### src/rtl/regfile_write_arbiter_if.sv
// Two-requester register-file write bus plus the arbitrated write port.
interface regfile_write_arbiter_if #(parameter int CNT_W = 8);
    logic              stall;
    logic              aValid;
    logic [4:0]        aAddr;
    logic [31:0]       aData;
    logic              aReady;
    logic              bValid;
    logic [4:0]        bAddr;
    logic [31:0]       bData;
    logic              bReady;
    logic              regWrite;
    logic [4:0]        regAddrWrite;
    logic [31:0]       regWriteData;
    logic [CNT_W-1:0]  conflictCount;

    modport master (
        output stall, aValid, aAddr, aData, bValid, bAddr, bData,
        input  aReady, bReady, regWrite, regAddrWrite, regWriteData, conflictCount
    );
    modport slave (
        input  stall, aValid, aAddr, aData, bValid, bAddr, bData,
        output aReady, bReady, regWrite, regAddrWrite, regWriteData, conflictCount
    );
endinterface

### src/rtl/regfile_write_arbiter.sv
// Arbitrates two register-file write requesters onto one write port with a
// registered (1-cycle) write output and a saturating conflict counter.
module regfile_write_arbiter #(
    parameter int unsigned FIXED_PRIORITY = 0,
    parameter int unsigned CNT_W          = 8
) (
    input logic                    clk,
    input logic                    rst_n,
    regfile_write_arbiter_if.slave bus
);
    localparam logic [CNT_W-1:0] CNT_MAX = '1;

    logic              last_grant;  // 0 = A granted last, 1 = B
    logic              a_wins, a_gnt, b_gnt, xfer, conflict;
    logic [4:0]        gnt_addr;
    logic [31:0]       gnt_data;
    logic              reg_write_q;
    logic [4:0]        reg_addr_q;
    logic [31:0]       reg_data_q;
    logic [CNT_W-1:0]  conflict_cnt_q;

    // Grants depend on rst_n so both readies drop immediately during reset.
    always_comb begin
        a_wins   = !bus.bValid || (FIXED_PRIORITY != 0) || last_grant;
        a_gnt    = rst_n && !bus.stall && bus.aValid && a_wins;
        b_gnt    = rst_n && !bus.stall && bus.bValid && !a_gnt;
        xfer     = a_gnt || b_gnt;
        conflict = bus.aValid && bus.bValid && !bus.stall;
        gnt_addr = a_gnt ? bus.aAddr : bus.bAddr;
        gnt_data = a_gnt ? bus.aData : bus.bData;
    end

    always_ff @(posedge clk or negedge rst_n) begin
        if (!rst_n) begin
            last_grant     <= 1'b1;
            reg_write_q    <= 1'b0;
            reg_addr_q     <= '0;
            reg_data_q     <= '0;
            conflict_cnt_q <= '0;
        end else begin
            reg_write_q <= 1'b0;
            if (xfer) begin
                last_grant  <= b_gnt;
                reg_addr_q  <= gnt_addr;
                reg_data_q  <= gnt_data;
                // x0 is hardwired: accept the transfer but never write it.
                reg_write_q <= (gnt_addr != 5'd0);
            end
            if (conflict && conflict_cnt_q != CNT_MAX)
                conflict_cnt_q <= conflict_cnt_q + 1'b1;
        end
    end

    assign bus.aReady        = a_gnt;
    assign bus.bReady        = b_gnt;
    assign bus.regWrite      = reg_write_q;
    assign bus.regAddrWrite  = reg_addr_q;
    assign bus.regWriteData  = reg_data_q;
    assign bus.conflictCount = conflict_cnt_q;
endmodule

### src/flat_wrapper.sv
// flat-port wrapper written by rule: the top's interface ports become plain ports
module regfile_write_arbiter_flat 
#(
    parameter int unsigned FIXED_PRIORITY = 0,
    parameter int unsigned CNT_W          = 8
)
  (clk, rst_n, bus_stall, bus_aValid, bus_aAddr, bus_aData, bus_bValid, bus_bAddr, bus_bData, bus_aReady, bus_bReady, bus_regWrite, bus_regAddrWrite, bus_regWriteData, bus_conflictCount);
  regfile_write_arbiter_if #(.CNT_W(CNT_W)) bus_i ();
  input logic clk;
  input logic rst_n;
  input wire logic [$bits(bus_i.stall)-1:0] bus_stall;
  input wire logic [$bits(bus_i.aValid)-1:0] bus_aValid;
  input wire logic [$bits(bus_i.aAddr)-1:0] bus_aAddr;
  input wire logic [$bits(bus_i.aData)-1:0] bus_aData;
  input wire logic [$bits(bus_i.bValid)-1:0] bus_bValid;
  input wire logic [$bits(bus_i.bAddr)-1:0] bus_bAddr;
  input wire logic [$bits(bus_i.bData)-1:0] bus_bData;
  output wire logic [$bits(bus_i.aReady)-1:0] bus_aReady;
  output wire logic [$bits(bus_i.bReady)-1:0] bus_bReady;
  output wire logic [$bits(bus_i.regWrite)-1:0] bus_regWrite;
  output wire logic [$bits(bus_i.regAddrWrite)-1:0] bus_regAddrWrite;
  output wire logic [$bits(bus_i.regWriteData)-1:0] bus_regWriteData;
  output wire logic [$bits(bus_i.conflictCount)-1:0] bus_conflictCount;
  assign bus_i.stall = bus_stall;
  assign bus_i.aValid = bus_aValid;
  assign bus_i.aAddr = bus_aAddr;
  assign bus_i.aData = bus_aData;
  assign bus_i.bValid = bus_bValid;
  assign bus_i.bAddr = bus_bAddr;
  assign bus_i.bData = bus_bData;
  assign bus_aReady = bus_i.aReady;
  assign bus_bReady = bus_i.bReady;
  assign bus_regWrite = bus_i.regWrite;
  assign bus_regAddrWrite = bus_i.regAddrWrite;
  assign bus_regWriteData = bus_i.regWriteData;
  assign bus_conflictCount = bus_i.conflictCount;
  regfile_write_arbiter #(.FIXED_PRIORITY(FIXED_PRIORITY), .CNT_W(CNT_W)) u_core (.clk(clk), .rst_n(rst_n), .bus(bus_i));
endmodule
### config.mk
export PLATFORM = sky130hd
export DESIGN_NAME = regfile_write_arbiter_flat
export DESIGN_NICKNAME = d
export VERILOG_FILES = /design/src/rtl/regfile_write_arbiter_if.sv /design/src/rtl/regfile_write_arbiter.sv /design/src/flat_wrapper.sv
export SDC_FILE = /design/constraint.sdc
export NUM_CORES = 1
export LEC_CHECK = 0
export CORE_ASPECT_RATIO = 0.5
export CORE_MARGIN = 2
export CORE_UTILIZATION = 45
export DETAILED_ROUTE_END_ITERATION = 10
export PLACE_DENSITY = 0.88
export SYNTH_ARGS = -nofsm -noshare
export SYNTH_HDL_FRONTEND = slang
export SYNTH_SLANG_ARGS = --single-unit
### constraint.sdc
create_clock -name clk -period 4.5 [get_ports clk]
set_input_delay 0.675 -clock clk [delete_from_list [all_inputs] [get_ports clk]]
set_output_delay 0.675 -clock clk [all_outputs]
set_load 0.02 [all_outputs]
==> results of run 1 <==
## registers in the layout, summed over array words and instances (netlist names)
| signal | flops |
|---|---|
| u_core.bus.regWriteData | 32 |
| u_core.bus.regAddrWrite | 5 |
| u_core.last_grant | 1 |
| u_core.bus.conflictCount | 8 |
| u_core.bus.regWrite | 1 |
## path summary, 6_finish.rpt
check | startpoint | end | slack, ns | depth (start not counted)
worst max-delay path | bus_stall | bus_aReady | 0.94 | 5
max in group asynchronous | rst_n | u_core.bus.regWriteData[24]$_DFFE_PN0P_ | 3.55 | 2
min in group asynchronous | rst_n | u_core.bus.conflictCount[3]$_DFFE_PN0P_ | 0.54 | 2
worst max register to register | u_core.last_grant$_DFFE_PN1P_ | u_core.bus.regWrite$_DFF_PN0_ | 2.74 | 4
worst min-delay path | u_core.bus.regWriteData[3]$_DFFE_PN0P_ | u_core.bus.regWriteData[3]$_DFFE_PN0P_ | 0.52 | 2
worst min register to register | u_core.bus.regWriteData[3]$_DFFE_PN0P_ | u_core.bus.regWriteData[3]$_DFFE_PN0P_ | 0.52 | 2
## routing by layer
layer  up-vias  GRT usage
met1      1280      0.281
met5         -          0
met2        63      0.417
li1       1185          -
met4         0     0.0706
met3        17     0.0450
## power groups by stage
stage                     logic (uW)  clock network (uW)  registers (uW)
after global placement           582                   0             581
after global routing             632                 388             591
after floorplan                  200                   0             678
after CTS                        601                 371             579
final                            597                 369             581
after detailed placement         596                   0             585
## through the flow
| stage | hold WS [ns] | cells | total power (uW) | cell area [um2] |
|---|---|---|---|---|
| final | 0.519 | 455 | 1550 | 4150 |
| after global routing | 0.542 | 455 | 1610 | 4150 |
| after CTS | 0.522 | 455 | 1550 | 4150 |
| after floorplan | 0.379 | 264 | 878 | 2770 |
| after detailed placement | 0.508 | 447 | 1180 | 4010 |
| after global placement | 0.509 | 447 | 1160 | 4010 |
## cell type report
| class | instances | share of cell area |
|---|---|---|
| Timing Repair Buffer | 131 | 0.312 |
| Tap cell | 77 | 0.0232 |
| Inverter | 40 | 0.0362 |
| Sequential cell | 47 | 0.284 |
| Clock buffer | 7 | 0.0343 |
| Clock inverter | 1 | 0.00121 |
| Multi-Input combinational cell | 152 | 0.310 |
## cell families (layout without fill, tap and decap cells)
group / Yosys count / count (layout) / share of synthesized area
AO/OA/AOI/OAI: 82 / 82 / 0.305
XOR/XNOR: 3 / 3 / 0.00949
adder cells (fa/ha/maj): 1 / 1 / 0.00452
buffers and inverters: 65 / 179 / 0.111
flip-flops: 47 / 47 / 0.425
multiplexers: 5 / 5 / 0.0199
AND/OR/NAND/NOR: 61 / 61 / 0.125
## cells in the final DEF (no fill, tap or decap)
master,Yosys,layout
sky130_fd_sc_hd__and4bb_1,1,1
sky130_fd_sc_hd__nand2b_1,2,2
sky130_fd_sc_hd__nor2_1,4,3
sky130_fd_sc_hd__nand4_1,2,2
sky130_fd_sc_hd__buf_4,1,5
sky130_fd_sc_hd__nor3b_1,1,1
sky130_fd_sc_hd__ha_1,1,1
sky130_fd_sc_hd__and2_1,1,1
sky130_fd_sc_hd__or2_2,0,1
sky130_fd_sc_hd__o21bai_1,1,1
sky130_fd_sc_hd__dfrtp_1,46,46
sky130_fd_sc_hd__xnor2_1,3,3
sky130_fd_sc_hd__o211ai_1,1,1
sky130_fd_sc_hd__buf_2,5,1
sky130_fd_sc_hd__and2_4,1,1
sky130_fd_sc_hd__and3_1,2,2
sky130_fd_sc_hd__clkbuf_1,11,1
sky130_fd_sc_hd__clkbuf_8,0,1
sky130_fd_sc_hd__inv_1,40,40
sky130_fd_sc_hd__clkinv_2,0,1
sky130_fd_sc_hd__nor2_2,0,1
sky130_fd_sc_hd__nor3_1,1,1
sky130_fd_sc_hd__a21oi_1,1,1
sky130_fd_sc_hd__nand3_1,39,39
sky130_fd_sc_hd__dfstp_2,1,1
sky130_fd_sc_hd__mux2_1,4,4
sky130_fd_sc_hd__o21ai_0,37,37
sky130_fd_sc_hd__or4_1,1,1
sky130_fd_sc_hd__a311oi_2,1,1
sky130_fd_sc_hd__o311ai_2,37,37
sky130_fd_sc_hd__o21ai_1,2,2
sky130_fd_sc_hd__a211oi_1,1,1
sky130_fd_sc_hd__nand2_1,1,1
sky130_fd_sc_hd__clkdlybuf4s50_1,0,125
sky130_fd_sc_hd__nand4b_1,1,1
sky130_fd_sc_hd__nand2b_4,1,1
sky130_fd_sc_hd__clkbuf_16,0,5
sky130_fd_sc_hd__and3b_1,2,2
sky130_fd_sc_hd__mux2i_1,1,1
sky130_fd_sc_hd__a31oi_1,1,1
## critical path, cell delays in order
cell and delay (ns):
sky130_fd_sc_hd__clkdlybuf4s50_1 0.48, sky130_fd_sc_hd__and3b_1 0.29, sky130_fd_sc_hd__and2_4 0.22, sky130_fd_sc_hd__buf_4 0.48, sky130_fd_sc_hd__clkdlybuf4s50_1 0.71
==> impl_metrics.tcl, run 1 <==
set metrics [dict create \
    sequential_cell_fraction_of_total_power 0.376 \
    cts_hold_buffers 0 \
    clk_latency_ns 0.29 \
    yosysWarningCount 0 \
    syn-cell-area_mm2 0.00277 \
    setup_ws_pre_cts_ns 1.01 \
    cts_max_path_buffers 2 \
    yosysSeqAreaShare 0.425 \
    fin_skew_ns 0.00439 \
    post-route-worst-setup-slack_ns 0.942 \
    via_per_inst 5.59 \
    cts_made_buffers 5 \
    hpwlAfterDp_um 5450 \
    antenna_found_initial 0 \
    globalRouteTotalUtil 0.229 \
    hold_viol_final 0 \
    setup.worst_path.start_class "primary input" \
    multiInputGateArea_mm2 0.00129 \
    synth.most_common_cell "sky130_fd_sc_hd__dfrtp_1" \
    register_area_mm2 0.00118 \
    largest_net_degree_at_the_start_of_global_routing 50 \
    n_antenna_cell 0 \
    switchingPower_uw 510 \
    wirelength_um 8040 \
    final-max-slew-violation-count 0 \
    cts-root-buf "sky130_fd_sc_hd__clkbuf_16" \
    final_min_period_over_clock_period 0.791 \
    power.leakage_uw 0.00167 \
    slew_headroom 0.224 \
    cp_endpoint_kind "primary output" \
    internal_power_uw 1040 \
    finalWorstPathRequiredPeriod_ns 3.56 \
    async_s_r_ff_share_synth 1.00 \
    detail_route.first_pass.iterations 5 \
    cp.required_ns 3.83 \
    worstSetupPathType "primary input to primary output" \
    cts_tree "yes" \
    share_comb_of_total_power 0.386 \
    synth.top_cells.by_area "sky130_fd_sc_hd__dfrtp_1, sky130_fd_sc_hd__o311ai_2, sky130_fd_sc_hd__nand3_1" \
    place_congestion 0.859 \
    pin_count 127 \
    vias 2545 \
    nNetsFinal 457 \
    fraction_of_power_spent_switching_nets 0.329 \
    holdCritPathClass "flop to flop" \
    grt_setup_unrepaired "false" \
    synth_top_cell_by_area "sky130_fd_sc_hd__dfrtp_1" \
    post_cts_resize_count 0 \
    synth_top_cells_by_count "sky130_fd_sc_hd__dfrtp_1, sky130_fd_sc_hd__inv_1, sky130_fd_sc_hd__nand3_1" \
    worst_ir_drop_vdd_uv 171 \
    portBuffers 126 \
    routedLengthMet1_um 3300 \
    first_global_vias 2544 \
    wl_met2_um 4320 \
    avgSynthCellArea_um2 10.5 \
    synthDistinctLibCells 37 \
    syn_inst_count 264 \
    critPathMaxFanout 33 \
    overflow 0 \
    synth_edf_count 0 \
    fillCellCount 418 \
    synthFlopType "sky130_fd_sc_hd__dfrtp_1" \
    worst_ep_arrival_time_ns 2.88 \
    final_antenna_net_count 0 \
    core.rowCount 20 \
    clock.fmax_ghz 0.281 \
    yosys.area.top_type_share 0.416 \
    worst_pin_slew_ns 1.16 \
    detail_route.wl_per_cell_um 17.7 \
    share_of_final_layout_standard_cells_stronger_than_drive_strength_1 0.148 \
    met3_wirelength_um 264 \
    placeableCoreArea_mm2 0.00601 \
    power_per_cell_area_mw_per_mm2 373 \
    post-route-drc-count 0 \
    global_route_wire_length_before_repair_um 12400 \
    dr.max_layer_used "met4" \
    die_w_um 115 \
    power.share.clock 0.239 \
    design.die.area_mm2 0.00683 \
    final-setup-viol-count 0 \
    finalCoreUtilization 0.691 \
    postSynthRegisterBits 47 \
    drt_iter0_markers 177 \
    post_cts_buffers 0 \
    h-tree-depth 2 \
    timing.max_cap.violations 0 \
    post_synthesis_net_count 344 \
    die_height_um 59.5 \
    cts.sink_count 47 \
    flow.area_growth_from_synthesis_pct 50.0 \
    initial_core_util 0.461 \
    status "finished, final reports clean" \
    finalSetupTns_ns 0 \
    clk_transition_reported_paths_ns 0.06 \
]
No activity file was read; power rests on OpenSTA's default activity.
==> inputs of run 2 (changes only) <==
--- a/config.mk
+++ b/config.mk
@@ -7,9 +7,9 @@
 export LEC_CHECK = 0
 export CORE_ASPECT_RATIO = 0.5
 export CORE_MARGIN = 2
-export CORE_UTILIZATION = 45
+export CORE_UTILIZATION = 38
 export DETAILED_ROUTE_END_ITERATION = 10
-export PLACE_DENSITY = 0.88
+export PLACE_DENSITY = 0.79
 export SYNTH_ARGS = -nofsm -noshare
 export SYNTH_HDL_FRONTEND = slang
 export SYNTH_SLANG_ARGS = --single-unit
==> constraint.sdc (replaced) <==
create_clock -name clk -period 3.1 [get_ports clk]
set_input_delay 0.465 -clock clk [delete_from_list [all_inputs] [get_ports clk]]
set_output_delay 0.465 -clock clk [all_outputs]
set_load 0.02 [all_outputs]
==> impl_metrics.tcl, run 2 (synthesis results as in run 1) <==
set metrics [dict create \
    status "finished, final reports clean" \
    finalCoreUtilization 0.612 \
    pin_count 127 \
    wirelength_um 8100 \
    portBuffers 126 \
    power.leakage_uw 0.00168 \
    cts_made_buffers 5 \
    post-route-worst-setup-slack_ns 0.352 \
    clk_latency_ns 0.29 \
    final-setup-viol-count 0 \
    number_of_flip_flops_under_the_largest_register_name 32 \
    initial_core_util 0.404 \
    first_global_vias 2665 \
    slew_headroom 0.159 \
    power_per_cell_area_mw_per_mm2 531 \
    via_per_inst 5.39 \
    clock.fmax_ghz 0.364 \
    summed_area_of_non_filler_cells_in_the_final_layout_mm2 0.00420 \
    detail_route.wl_per_cell_um 17.1 \
    worstSetupPathType "primary input to primary output" \
    share_comb_of_total_power 0.391 \
    fin_skew_ns 0.00500 \
    overflow 0 \
    post-route-drc-count 0 \
    nNetsFinal 460 \
    finalSetupTns_ns 0 \
    placeableCoreArea_mm2 0.00686 \
    critPathMaxFanout 6 \
    cts.sink_count 47 \
    finalWorstPathRequiredPeriod_ns 2.75 \
    critical_path_buf_inv_count 2 \
    detail_route.first_pass.iterations 4 \
    cts-root-buf "sky130_fd_sc_hd__clkbuf_16" \
    cp_endpoint_kind "primary output" \
    final-max-slew-violation-count 0 \
    share_of_final_layout_standard_cells_stronger_than_drive_strength_1 0.150 \
    worst_pin_slew_ns 1.26 \
    largest_net_degree_at_the_start_of_global_routing 40 \
    fin_hold_ws_ns 0.196 \
    cp.required_ns 2.63 \
    power.share.clock 0.232 \
    timing.max_cap.violations 0 \
    post_cts_buffers 0 \
    worst_ir_drop_vdd_uv 228 \
    timing.critical_path.slowest_cell_delay_ns 0.67 \
    switchingPower_uw 738 \
    n_antenna_cell 0 \
    internal_power_uw 1490 \
    sequential_cell_fraction_of_total_power 0.377 \
    worst_path_dominant_cell_family "buffers and inverters" \
    cts_tree "yes" \
    place_congestion 0.808 \
    hold_viol_final 0 \
    cp_common_cell "sky130_fd_sc_hd__clkdlybuf4s50_1" \
    final_antenna_net_count 0 \
    cts_hold_buffers 0 \
    drt_iter0_markers 194 \
    hpwlAfterDp_um 5830 \
    cts_max_path_buffers 2 \
    setup.worst_path.start_class "primary input" \
    post_cts_resize_count 0 \
    die_height_um 64.4 \
    core.rowCount 21 \
    layout_commonest_cell "sky130_fd_sc_hd__clkdlybuf4s50_1" \
    worstPathCellList "clkdlybuf4s50_1 -> nand2b_1 -> and2_4 -> nor3b_1 -> clkdlybuf4s50_1" \
    slowest_stage "sky130_fd_sc_hd__clkdlybuf4s50_1" \
    flow.area_growth_from_synthesis_pct 51.5 \
    setup_ws_pre_cts_ns 0.297 \
    grt_setup_unrepaired "false" \
    global_route_wire_length_before_repair_um 13100 \
    holdCritPathClass "primary input to asynchronous set/reset pin" \
    vias 2549 \
    final_cell_mix "sky130_fd_sc_hd__clkdlybuf4s50_1, sky130_fd_sc_hd__dfrtp_1, sky130_fd_sc_hd__inv_1" \
    fraction_of_power_spent_switching_nets 0.331 \
    globalRouteTotalUtil 0.202 \
    h-tree-depth 2 \
    design.die.area_mm2 0.00803 \
    antenna_found_initial 0 \
    placedInstanceArea_mm2 0.00406 \
    die_w_um 125 \
    final_min_period_over_clock_period 0.887 \
    clk_transition_reported_paths_ns 0.06 \
    worst_ep_arrival_time_ns 2.28 \
]
-- run 2: changes by cell type in the layout (fill, tap and decap cells not counted), sizes merged --
cell	before	now
buf	6	9
clkbuf	7	8
clkinv	1	0
-- run 2: per-layer routing --
metal / routed length, um / vias up / global-route usage
li1: - / 1189 / -
met1: 3350 / 1271 / 0.238
met2: 4340 / 66 / 0.378
met3: 239 / 23 / 0.0302
met4: 179 / 0 / 0.0716
met5: 0 / - / 0
-- run 2: worst paths after layout --
kind | startpoint | end | cells past startpoint | slack, ns
worst min-delay path | rst_n | u_core.bus.regWriteData[16]$_DFFE_PN0P_ | 2 | 0.20
worst max-delay path | bus_bValid | bus_bReady | 5 | 0.35
min in group clk | u_core.last_grant$_DFFE_PN1P_ | u_core.last_grant$_DFFE_PN1P_ | 1 | 0.53
worst max register to register | u_core.last_grant$_DFFE_PN1P_ | u_core.bus.regWrite$_DFF_PN0_ | 4 | 1.48
worst min register to register | u_core.last_grant$_DFFE_PN1P_ | u_core.last_grant$_DFFE_PN1P_ | 1 | 0.53
max in group asynchronous | rst_n | u_core.last_grant$_DFFE_PN1P_ | 2 | 2.60
-- run 2: power by group through the flow --
stage	logic, uW	registers [uW]	clock network [uW]
final	871	840	518
after global routing	925	855	557
after CTS	880	838	524
after detailed placement	873	849	0
after global placement	857	839	0
after floorplan	290	984	0
-- run 2: cell type report --
cell class | instances | area [um2]
Sequential cell | 47 | 1180
Inverter | 40 | 150
Multi-Input combinational cell | 152 | 1290
Fill cell | 543 | 2660
Clock buffer | 8 | 136
Timing Repair Buffer | 134 | 1330
Tap cell | 92 | 115
-- run 2: per-stage QoR --
step | power (uW) | instances
2_1_floorplan | 1270 | 264
6_report | 2230 | 473
3_3_place_gp | 1700 | 465
4_1_cts | 2240 | 473
3_5_place_dp | 1720 | 465
5_1_grt | 2340 | 473
